<file path="src/rtl/truth_table_sweeper_if.sv">
// Host-side bundle for the truth table sweeper.
// Carries the sweep control inputs and the result outputs.
interface truth_table_sweeper_if;
  logic        start;
  logic        abort;
  logic [15:0] expected;
  logic        busy;
  logic        done;
  logic        pass;
  logic [15:0] table_out;
  logic [4:0]  fail_cnt;
  logic [3:0]  first_fail;

  modport master (
    output start, abort, expected,
    input  busy, done, pass,
    input  table_out, fail_cnt, first_fail
  );

  modport slave (
    input  start, abort, expected,
    output busy, done, pass,
    output table_out, fail_cnt, first_fail
  );
endinterface

</file>
<file path="src/rtl/truth_table_sweeper.sv">
// Drives all 16 vectors into a 4-in/1-out block, builds its
// truth table and compares it against a latched minterm mask.
module truth_table_sweeper #(
  parameter int SETTLE_CYCLES = 2
) (
  input  logic clk,
  input  logic rst_n,
  truth_table_sweeper_if.slave hif,
  output logic A,
  output logic B,
  output logic C,
  output logic D,
  input  logic F
);

  typedef enum logic [1:0] {
    IDLE,
    SETTLE,
    SAMPLE,
    DONE
  } state_t;

  localparam logic [3:0] CNT_LAST = 4'(SETTLE_CYCLES - 1);

  state_t      state;
  state_t      state_nx;
  logic [3:0]  idx;
  logic [3:0]  cnt;
  logic [15:0] exp_q;
  logic [15:0] tbl_q;
  logic [4:0]  fail_q;
  logic [3:0]  ff_q;
  logic        pass_q;
  logic        miss;
  logic [4:0]  fail_nx;
  logic        go;
  logic        busy_o;
  logic        done_o;

  assign go      = hif.start & ~hif.abort;
  assign miss    = F ^ exp_q[idx];
  assign fail_nx = fail_q + {4'b0, miss};

  // State register
  always_ff @(posedge clk) begin
    if (!rst_n) state <= IDLE;
    else        state <= state_nx;
  end

  // Next-state decode; abort always wins over start
  always_comb begin
    state_nx = state;
    unique case (state)
      IDLE, DONE: begin
        state_nx = go ? SETTLE : IDLE;
      end
      SETTLE: begin
        if (hif.abort)            state_nx = IDLE;
        else if (cnt == CNT_LAST) state_nx = SAMPLE;
      end
      SAMPLE: begin
        if (hif.abort)       state_nx = IDLE;
        else if (idx == 4'hF) state_nx = DONE;
        else                 state_nx = SETTLE;
      end
      default: state_nx = IDLE;
    endcase
  end

  // Moore status outputs decoded from the state register
  always_comb begin
    busy_o = 1'b0;
    done_o = 1'b0;
    unique case (state)
      SETTLE, SAMPLE: busy_o = 1'b1;
      DONE:           done_o = 1'b1;
      default: ;
    endcase
  end

  // Vector index, settle counter and result capture
  always_ff @(posedge clk) begin
    if (!rst_n) begin
      idx    <= '0;
      cnt    <= '0;
      exp_q  <= '0;
      tbl_q  <= '0;
      fail_q <= '0;
      ff_q   <= '0;
      pass_q <= 1'b0;
    end else begin
      unique case (state)
        IDLE, DONE: begin
          if (go) begin
            exp_q  <= hif.expected;
            tbl_q  <= '0;
            fail_q <= '0;
            ff_q   <= '0;
            pass_q <= 1'b0;
            idx    <= '0;
            cnt    <= '0;
          end
        end
        SETTLE: begin
          if (hif.abort) begin
            idx    <= '0;
            cnt    <= '0;
            pass_q <= 1'b0;
          end else begin
            cnt <= cnt + 4'd1;
          end
        end
        SAMPLE: begin
          if (hif.abort) begin
            idx    <= '0;
            cnt    <= '0;
            pass_q <= 1'b0;
          end else begin
            tbl_q[idx] <= F;
            fail_q     <= fail_nx;
            if (miss && fail_q == 5'd0) ff_q <= idx;
            cnt <= '0;
            // Final verdict must include this last sample
            if (idx == 4'hF) pass_q <= (fail_nx == 5'd0);
            else             idx    <= idx + 4'd1;
          end
        end
        default: ;
      endcase
    end
  end

  assign {A, B, C, D}   = idx;
  assign hif.busy       = busy_o;
  assign hif.done       = done_o;
  assign hif.pass       = pass_q;
  assign hif.table_out  = tbl_q;
  assign hif.fail_cnt   = fail_q;
  assign hif.first_fail = ff_q;

endmodule

</file>
<file path="src/flat_wrapper.sv">
// flat-port wrapper written by rule: the top's interface ports become plain ports
module truth_table_sweeper_flat 
#(
  parameter int SETTLE_CYCLES = 2
)
  (clk, rst_n, A, B, C, D, F, hif_start, hif_abort, hif_expected, hif_busy, hif_done, hif_pass, hif_table_out, hif_fail_cnt, hif_first_fail);
  truth_table_sweeper_if hif_i ();
  input  logic clk;
  input  logic rst_n;
  output logic A;
  output logic B;
  output logic C;
  output logic D;
  input  logic F;
  input wire logic [$bits(hif_i.start)-1:0] hif_start;
  input wire logic [$bits(hif_i.abort)-1:0] hif_abort;
  input wire logic [$bits(hif_i.expected)-1:0] hif_expected;
  output wire logic [$bits(hif_i.busy)-1:0] hif_busy;
  output wire logic [$bits(hif_i.done)-1:0] hif_done;
  output wire logic [$bits(hif_i.pass)-1:0] hif_pass;
  output wire logic [$bits(hif_i.table_out)-1:0] hif_table_out;
  output wire logic [$bits(hif_i.fail_cnt)-1:0] hif_fail_cnt;
  output wire logic [$bits(hif_i.first_fail)-1:0] hif_first_fail;
  assign hif_i.start = hif_start;
  assign hif_i.abort = hif_abort;
  assign hif_i.expected = hif_expected;
  assign hif_busy = hif_i.busy;
  assign hif_done = hif_i.done;
  assign hif_pass = hif_i.pass;
  assign hif_table_out = hif_i.table_out;
  assign hif_fail_cnt = hif_i.fail_cnt;
  assign hif_first_fail = hif_i.first_fail;
  truth_table_sweeper #(.SETTLE_CYCLES(SETTLE_CYCLES)) u_core (.clk(clk), .rst_n(rst_n), .hif(hif_i), .A(A), .B(B), .C(C), .D(D), .F(F));
endmodule
</file>
<file path="config.mk">
export PLATFORM = sky130hd
export DESIGN_NAME = truth_table_sweeper_flat
export DESIGN_NICKNAME = d
export VERILOG_FILES = /design/src/rtl/truth_table_sweeper_if.sv /design/src/rtl/truth_table_sweeper.sv /design/src/flat_wrapper.sv
export SDC_FILE = /design/constraint.sdc
export NUM_CORES = 1
export LEC_CHECK = 0
export ABC_AREA = 1
export CAP_MARGIN = 20
export CORE_MARGIN = 8
export CORE_UTILIZATION = 45
export CTS_BUF_LIST = sky130_fd_sc_hd__clkbuf_8 sky130_fd_sc_hd__clkbuf_16
export DETAILED_ROUTE_END_ITERATION = 10
export DONT_BUFFER_PORTS = 1
export PLACE_DENSITY_LB_ADDON = 0.1
export SLEW_MARGIN = 30
export SYNTH_ARGS = -nofsm -noshare
export SYNTH_HDL_FRONTEND = slang
export SYNTH_SLANG_ARGS = --single-unit
</file>
<file path="constraint.sdc">
create_clock -name clk -period 4.2 [get_ports clk]
set_clock_uncertainty 0.15 [all_clocks]
set_input_delay 0.84 -clock clk [delete_from_list [all_inputs] [get_ports clk]]
set_output_delay 0.84 -clock clk [all_outputs]
set_load 0.02 [all_outputs]
</file>
==> impl_metrics.toml, run 1 <==
[global_route]
grt_pass1_vias = 2117
grt_max_degree = 34
grt_pass1_wl_mm = 10.24
antenna_found_initial = 0
grt_overflow = 0
grt_use_total = 0.1471

[yosys]
async_flop_share = 0
synth.avg_cell_area_um2 = 6.980
ys_seq_area_frac = 0.4053
netlist_area_um2 = 2569
synth-seq-cells = 52
yosysWarnings = 0
synth_area_leader_cell = "dfxtp_1"
synthesis.nets = 400
synth_top_area_frac = 0.4053
synth_edf_count = 0
netlist_instances = 368
yosysUniqueCellTypes = 27
yosysMostFrequentCell = "nand2_1"
synthTopCellsByArea = "dfxtp_1, nand2_1, a21oi_1"
ys_top_cells_by_count = "nand2_1, a21oi_1, dfxtp_1"
synth_ff_type = "dfxtp_1"

[critical_path]
crit_fanout = 15
regToRegEndpoint = "u_core.hif.pass"
critPathArrivalTime_ns = 3.07
slowest_stage = "dfxtp_1"
r2r-start = "u_core.idx[0]"
worstSetupPathType = "flop to flop"
cp.required_ns = 4.28
worstSetupEndpointType = "flop"
crit_start = "u_core.idx[0]"
slowest_delay_ns = 0.81
worst_r2r_path_depth = 14
critPathLaunchType = "flop"
endpoint = "u_core.hif.pass"
path_common_cell = "nand2_1"
cp_cell_sequence = "inv_2 > nand2_1 > nand3_1 > nand2_1 > nand2_1 > nand2_1 > o21ai_1 > and2_1 > ha_1 > ha_1 > xor2_1 > nor4_1 > nand4_1 > a21oi_1"
regToRegSetupSlack_ns = 1.21

[flow_run]
cap_violations = 0

[power]
switching_share = 0.2491
total_leakage_power_nw = 1.041
power_frac_clock = 0.312
pwr-share-comb = 0.085
switchingPower_mw = 0.2126
worst_ir_drop_vdd_uv = 171.3
p_seq_frac = 0.603
p_int_mw = 0.6410
powerDensity_nw_per_um2 = 319.1

[sta]
max_slew.worst_pin.slew_ns = 0.7428
tns_ns = 0
setup_violations = 0
fmax_mhz = 334.4
grt_setup_unrepaired = "false"
final-hold-violation-count = 0
setup_slack_ns = 1.210
fin_crit_ns = 2.990
finalMaxSlewViolations = 0
period_share = 0.7120
max-slew-margin-rel = 0.5017

[drt]
routed_via_density = 5.085
ant_nets = 0
drt_first_pass_iters = 4
vias = 2212
initialDrtViolationCount = 153
drc = 0
wl_per_cell_um = 14.16
wirelength_mm = 6.161

[floorplan]
dieArea_um2 = 8381
io_pins = 53
die_width_um = 91.55
coreArea_um2 = 5507
fp.dieH_um = 91.55
placementRows = 27
initial_core_util = 0.4665

[final_layout]
diodes = 0
area_delta_synth_final_pct = 4.140
fin_cells = 435
fin_nets = 395
final_core_util = 0.4858
drive_above_1_share = 0.04132

[placement]
place_ws_ns = 1.245
gp_congestion = 0.8168
dpl.cell_count = 428
portBuffers = 0
place_hpwl_mm = 4.462

[clock_network]
cts_resized = 0
postCtsSetupBuffers = 0
hold_buffers = 0
root_buffer = "clkbuf_8"
clk_latency_ns = 0.30
cts_tree = "yes"
htree_levels = 2
clk_pin_slew_ns = 0.08
clkSinkCount = 52
cts_buffer_depth = 2
cts_made_buffers = 5

[hold_path]
hold_path_class = "flop to flop"

[run_status]
status = "finished clean"
final cells by class:
cell class	count	area, µm²
sequential	52	1041
multi-input combinational	254	1272
fill	585	2831
clock buffer	5	68.82
timing repair buffer	1	7.507
clock inverter	2	8.758
inverter	49	186.4
tap	72	90.09
layout by cell type, fill, tap and decap left out, types with 3 or more instances in the layout:
master     n
nor3_1     9
nand2_1   82
nor2_1    30
clkbuf_8   5
ha_1      11
a211oi_1   4
inv_2      4
nand3_1   16
dfxtp_1   52
inv_1     44
nand4_1    4
o21ai_0   36
xor2_1     3
a21oi_1   52
through the flow:
stage | hold WS [ns] | cell area, µm² | power, mW
2_1_floorplan | 0.2792 | 2569 | 0.5858
3_3_place_gp | 0.2888 | 2597 | 0.5979
3_5_place_dp | 0.2971 | 2597 | 0.5991
4_1_cts | 0.3113 | 2675 | 0.8669
5_1_grt | 0.3373 | 2675 | 0.9005
6_report | 0.3049 | 2675 | 0.8537
per-layer routing:
layer / track usage / wire, µm / vias up
li1: - / - / 1183
met5: 0 / 0 / -
met4: 0.03683 / 58 / 0
met2: 0.2323 / 2745 / 46
met1: 0.1806 / 2848 / 978
met3: 0.06008 / 509 / 5
power by group through the flow:
stage,clock network (mW),registers [mW],logic (mW)
2_1_floorplan,0,0.525,0.0609
3_3_place_gp,0,0.526,0.0716
3_5_place_dp,0,0.526,0.0727
4_1_cts,0.279,0.515,0.0730
5_1_grt,0.299,0.516,0.0846
6_report,0.267,0.515,0.0725
worst min-delay path by stage:
| stage | end | depth (start not counted) | from |
|---|---|---|---|
| 2_1_floorplan | u_core.exp_q[1] | 2 | u_core.exp_q[1] |
| 3_3_place_gp | u_core.exp_q[13] | 2 | u_core.exp_q[13] |
| 3_5_place_dp | u_core.exp_q[12] | 2 | u_core.exp_q[12] |
| 4_1_cts | u_core.exp_q[15] | 2 | u_core.exp_q[15] |
| 5_1_grt | u_core.exp_q[12] | 2 | u_core.exp_q[12] |
| 6_report | u_core.exp_q[1] | 2 | u_core.exp_q[1] |
worst max-delay path: cells and delay by family (launching register included):
kind | cells | cell delay, ns
AO/OA/AOI/OAI | 2 | 0.23
flip-flops | 1 | 0.81
adder cells (fa/ha/maj) | 2 | 0.44
AND/OR/NAND/NOR | 8 | 0.93
buffers and inverters | 1 | 0.22
XOR/XNOR | 1 | 0.16
logic make-up after synthesis:
| family | after synthesis | share of synthesized area |
|---|---|---|
| flops | 52 | 0.4053 |
| compound gates | 95 | 0.1939 |
| fa+ha+maj | 11 | 0.05358 |
| simple gates | 145 | 0.2377 |
| buf+inv | 62 | 0.09936 |
| xor+xnor | 3 | 0.01023 |
sequential cells by signal, indices dropped and copies added, names as in the netlist:
name,flops
u_core.exp_q,16
u_core.hif.table_out,16
u_core.hif.fail_cnt,5
u_core.cnt,4
u_core.hif.first_fail,4
u_core.idx,4
u_core.state,2
u_core.hif.pass,1
No activity file was read; power rests on OpenSTA's default activity.
==> run 2, diff against run 1 <==
==> constraint.sdc (replaced) <==
create_clock -name clk -period 2.7 [get_ports clk]
set_clock_uncertainty 0.15 [all_clocks]
set_input_delay 0.54 -clock clk [delete_from_list [all_inputs] [get_ports clk]]
set_output_delay 0.54 -clock clk [all_outputs]
set_load 0.02 [all_outputs]
==> run 2 against run 1 <==
  * Global-route usage is 0.27 points higher
  * Sequential share of layout area is 1.6 points lower
  * Critical path depth is 1 higher
  * Non-clock buffer count is 8 higher
  * Final cell count is 2.1% higher
  * Largest cell class unchanged
  * Hold slack worse by 0.10 ns
  * Sequential cell count stayed put
==> impl_metrics.toml, run 2 (same netlist as run 1, synthesis figures left out) <==
[run_status]
status = "finished clean"

[final_layout]
fin_nets = 403
drive_above_1_share = 0.07527
area_delta_synth_final_pct = 9.109
final_cell_mix = "nand2_1, a21oi_1, dfxtp_1"
diodes = 0
layout_commonest_cell = "nand2_1"

[placement]
gp_congestion = 0.8484
portBuffers = 0
place_hpwl_mm = 4.518
place_ws_ns = 0.1144

[critical_path]
critPathLaunchType = "flop"
cp_cell_sequence = "buf_8 > nand2_1 > nand3_1 > nand2_1 > nand2_1 > nand2_1 > nor2_1 > nand2_1 > and2_4 > ha_1 > ha_2 > xor2_1 > nor4_1 > nand4_1 > a21oi_1"
slowest_stage = "dfxtp_4"
worstSetupEndpointType = "flop"
slowest_delay_ns = 0.38
critPathArrivalTime_ns = 2.62
worstSetupPathType = "flop to flop"
crit_family = "simple AND/OR/NAND/NOR gates"
path_common_cell = "nand2_1"
crit_fanout = 9
cp_num_buf_inv = 1
cp.required_ns = 2.80

[global_route]
antenna_found_initial = 0
grt_pass1_wl_mm = 10.41
grt_use_total = 0.1498
grt_overflow = 0
grt_max_degree = 33
grt_pass1_vias = 2124

[sta]
finalMaxSlewViolations = 0
setup_slack_ns = 0.1763
setup_violations = 0
fin_crit_ns = 2.524
grt_setup_unrepaired = "false"
period_share = 0.9347
final-hold-violation-count = 0
tns_ns = 0
max-slew-margin-rel = 0.6303
fmax_mhz = 396.2
max_slew.worst_pin.slew_ns = 0.5527

[floorplan]
initial_core_util = 0.4665
coreArea_um2 = 5507
fp.dieH_um = 91.55
dieArea_um2 = 8381
io_pins = 53
die_width_um = 91.55
placementRows = 27

[drt]
wl_per_cell_um = 13.95
ant_nets = 0
routed_via_density = 5.068
initialDrtViolationCount = 101
drt_first_pass_iters = 4
drc = 0
vias = 2250
wirelength_mm = 6.194

[clock_network]
hold_buffers = 0
root_buffer = "clkbuf_8"
clk_pin_slew_ns = 0.09
cts_buffer_depth = 2
htree_levels = 2
cts_tree = "yes"
clkSinkCount = 52
cts_made_buffers = 5
clk_latency_ns = 0.31

[power]
total_leakage_power_nw = 1.105
powerDensity_nw_per_um2 = 535.8
worst_ir_drop_vdd_uv = 268.3

[hold_path]
hold_path_class = "input pin to flop"

[flow_run]
cap_violations = 0
-- run 2: area by class of cell --
type                    instances  area, µm²
clock buffers                   7      96.34
well taps                      72      90.09
multi-input cells             254       1277
inverters                      49      188.9
fillers                       559       2704
repair buffers                  9      75.07
flip-flops and latches         52       1045
clock inverters                 1      30.03
-- run 2: path summary, 6_finish.rpt --
| kind | startpoint | cells past startpoint | endpoint | slack [ns] |
|---|---|---|---|---|
| worst min-delay path | rst_n | 2 | u_core.hif.first_fail[3] | 0.20 |
| worst min register to register | u_core.exp_q[13] | 2 | u_core.exp_q[13] | 0.31 |
| worst max register to register | u_core.idx[0] | 15 | u_core.hif.pass | 0.18 |
| worst max-delay path | u_core.idx[0] | 15 | u_core.hif.pass | 0.18 |
-- run 2: layer usage --
layer  global-route usage  routed length [µm]  up-vias
met3              0.06914                 519        6
met2               0.2251                2713       39
met5                    0                   0        -
li1                     -                   -     1199
met1               0.1864                2895     1006
met4              0.04366                  66        0
-- run 2: power by group --
part / internal, mW / switching, mW
sequential: 0.788 / 0.0113
clock: 0.327 / 0.257
combinational: 0.0383 / 0.0797
total: 1.15 / 0.348
-- run 2: what timing repair did --
action | CTS | global route
setup endpoints to repair | 0 | 2
setup buffers | 0 | 0
hold endpoints to repair | 0 | 0
resized for setup | 0 | 7
-- run 2: stage by stage --
step / hold slack [ns] / instance area, µm² / cells / power (mW) / utilization
6_report: 0.2004 / 2803 / 444 / 1.502 / 0.5090
5_1_grt: 0.1745 / 2803 / 444 / 1.578 / 0.5090
4_1_cts: 0.1822 / 2784 / 444 / 1.521 / 0.5056
3_5_place_dp: 0.2946 / 2658 / 436 / 0.9353 / 0.4826
3_3_place_gp: 0.2971 / 2658 / 436 / 0.9336 / 0.4826
2_1_floorplan: 0.2792 / 2569 / 368 / 0.9112 / -
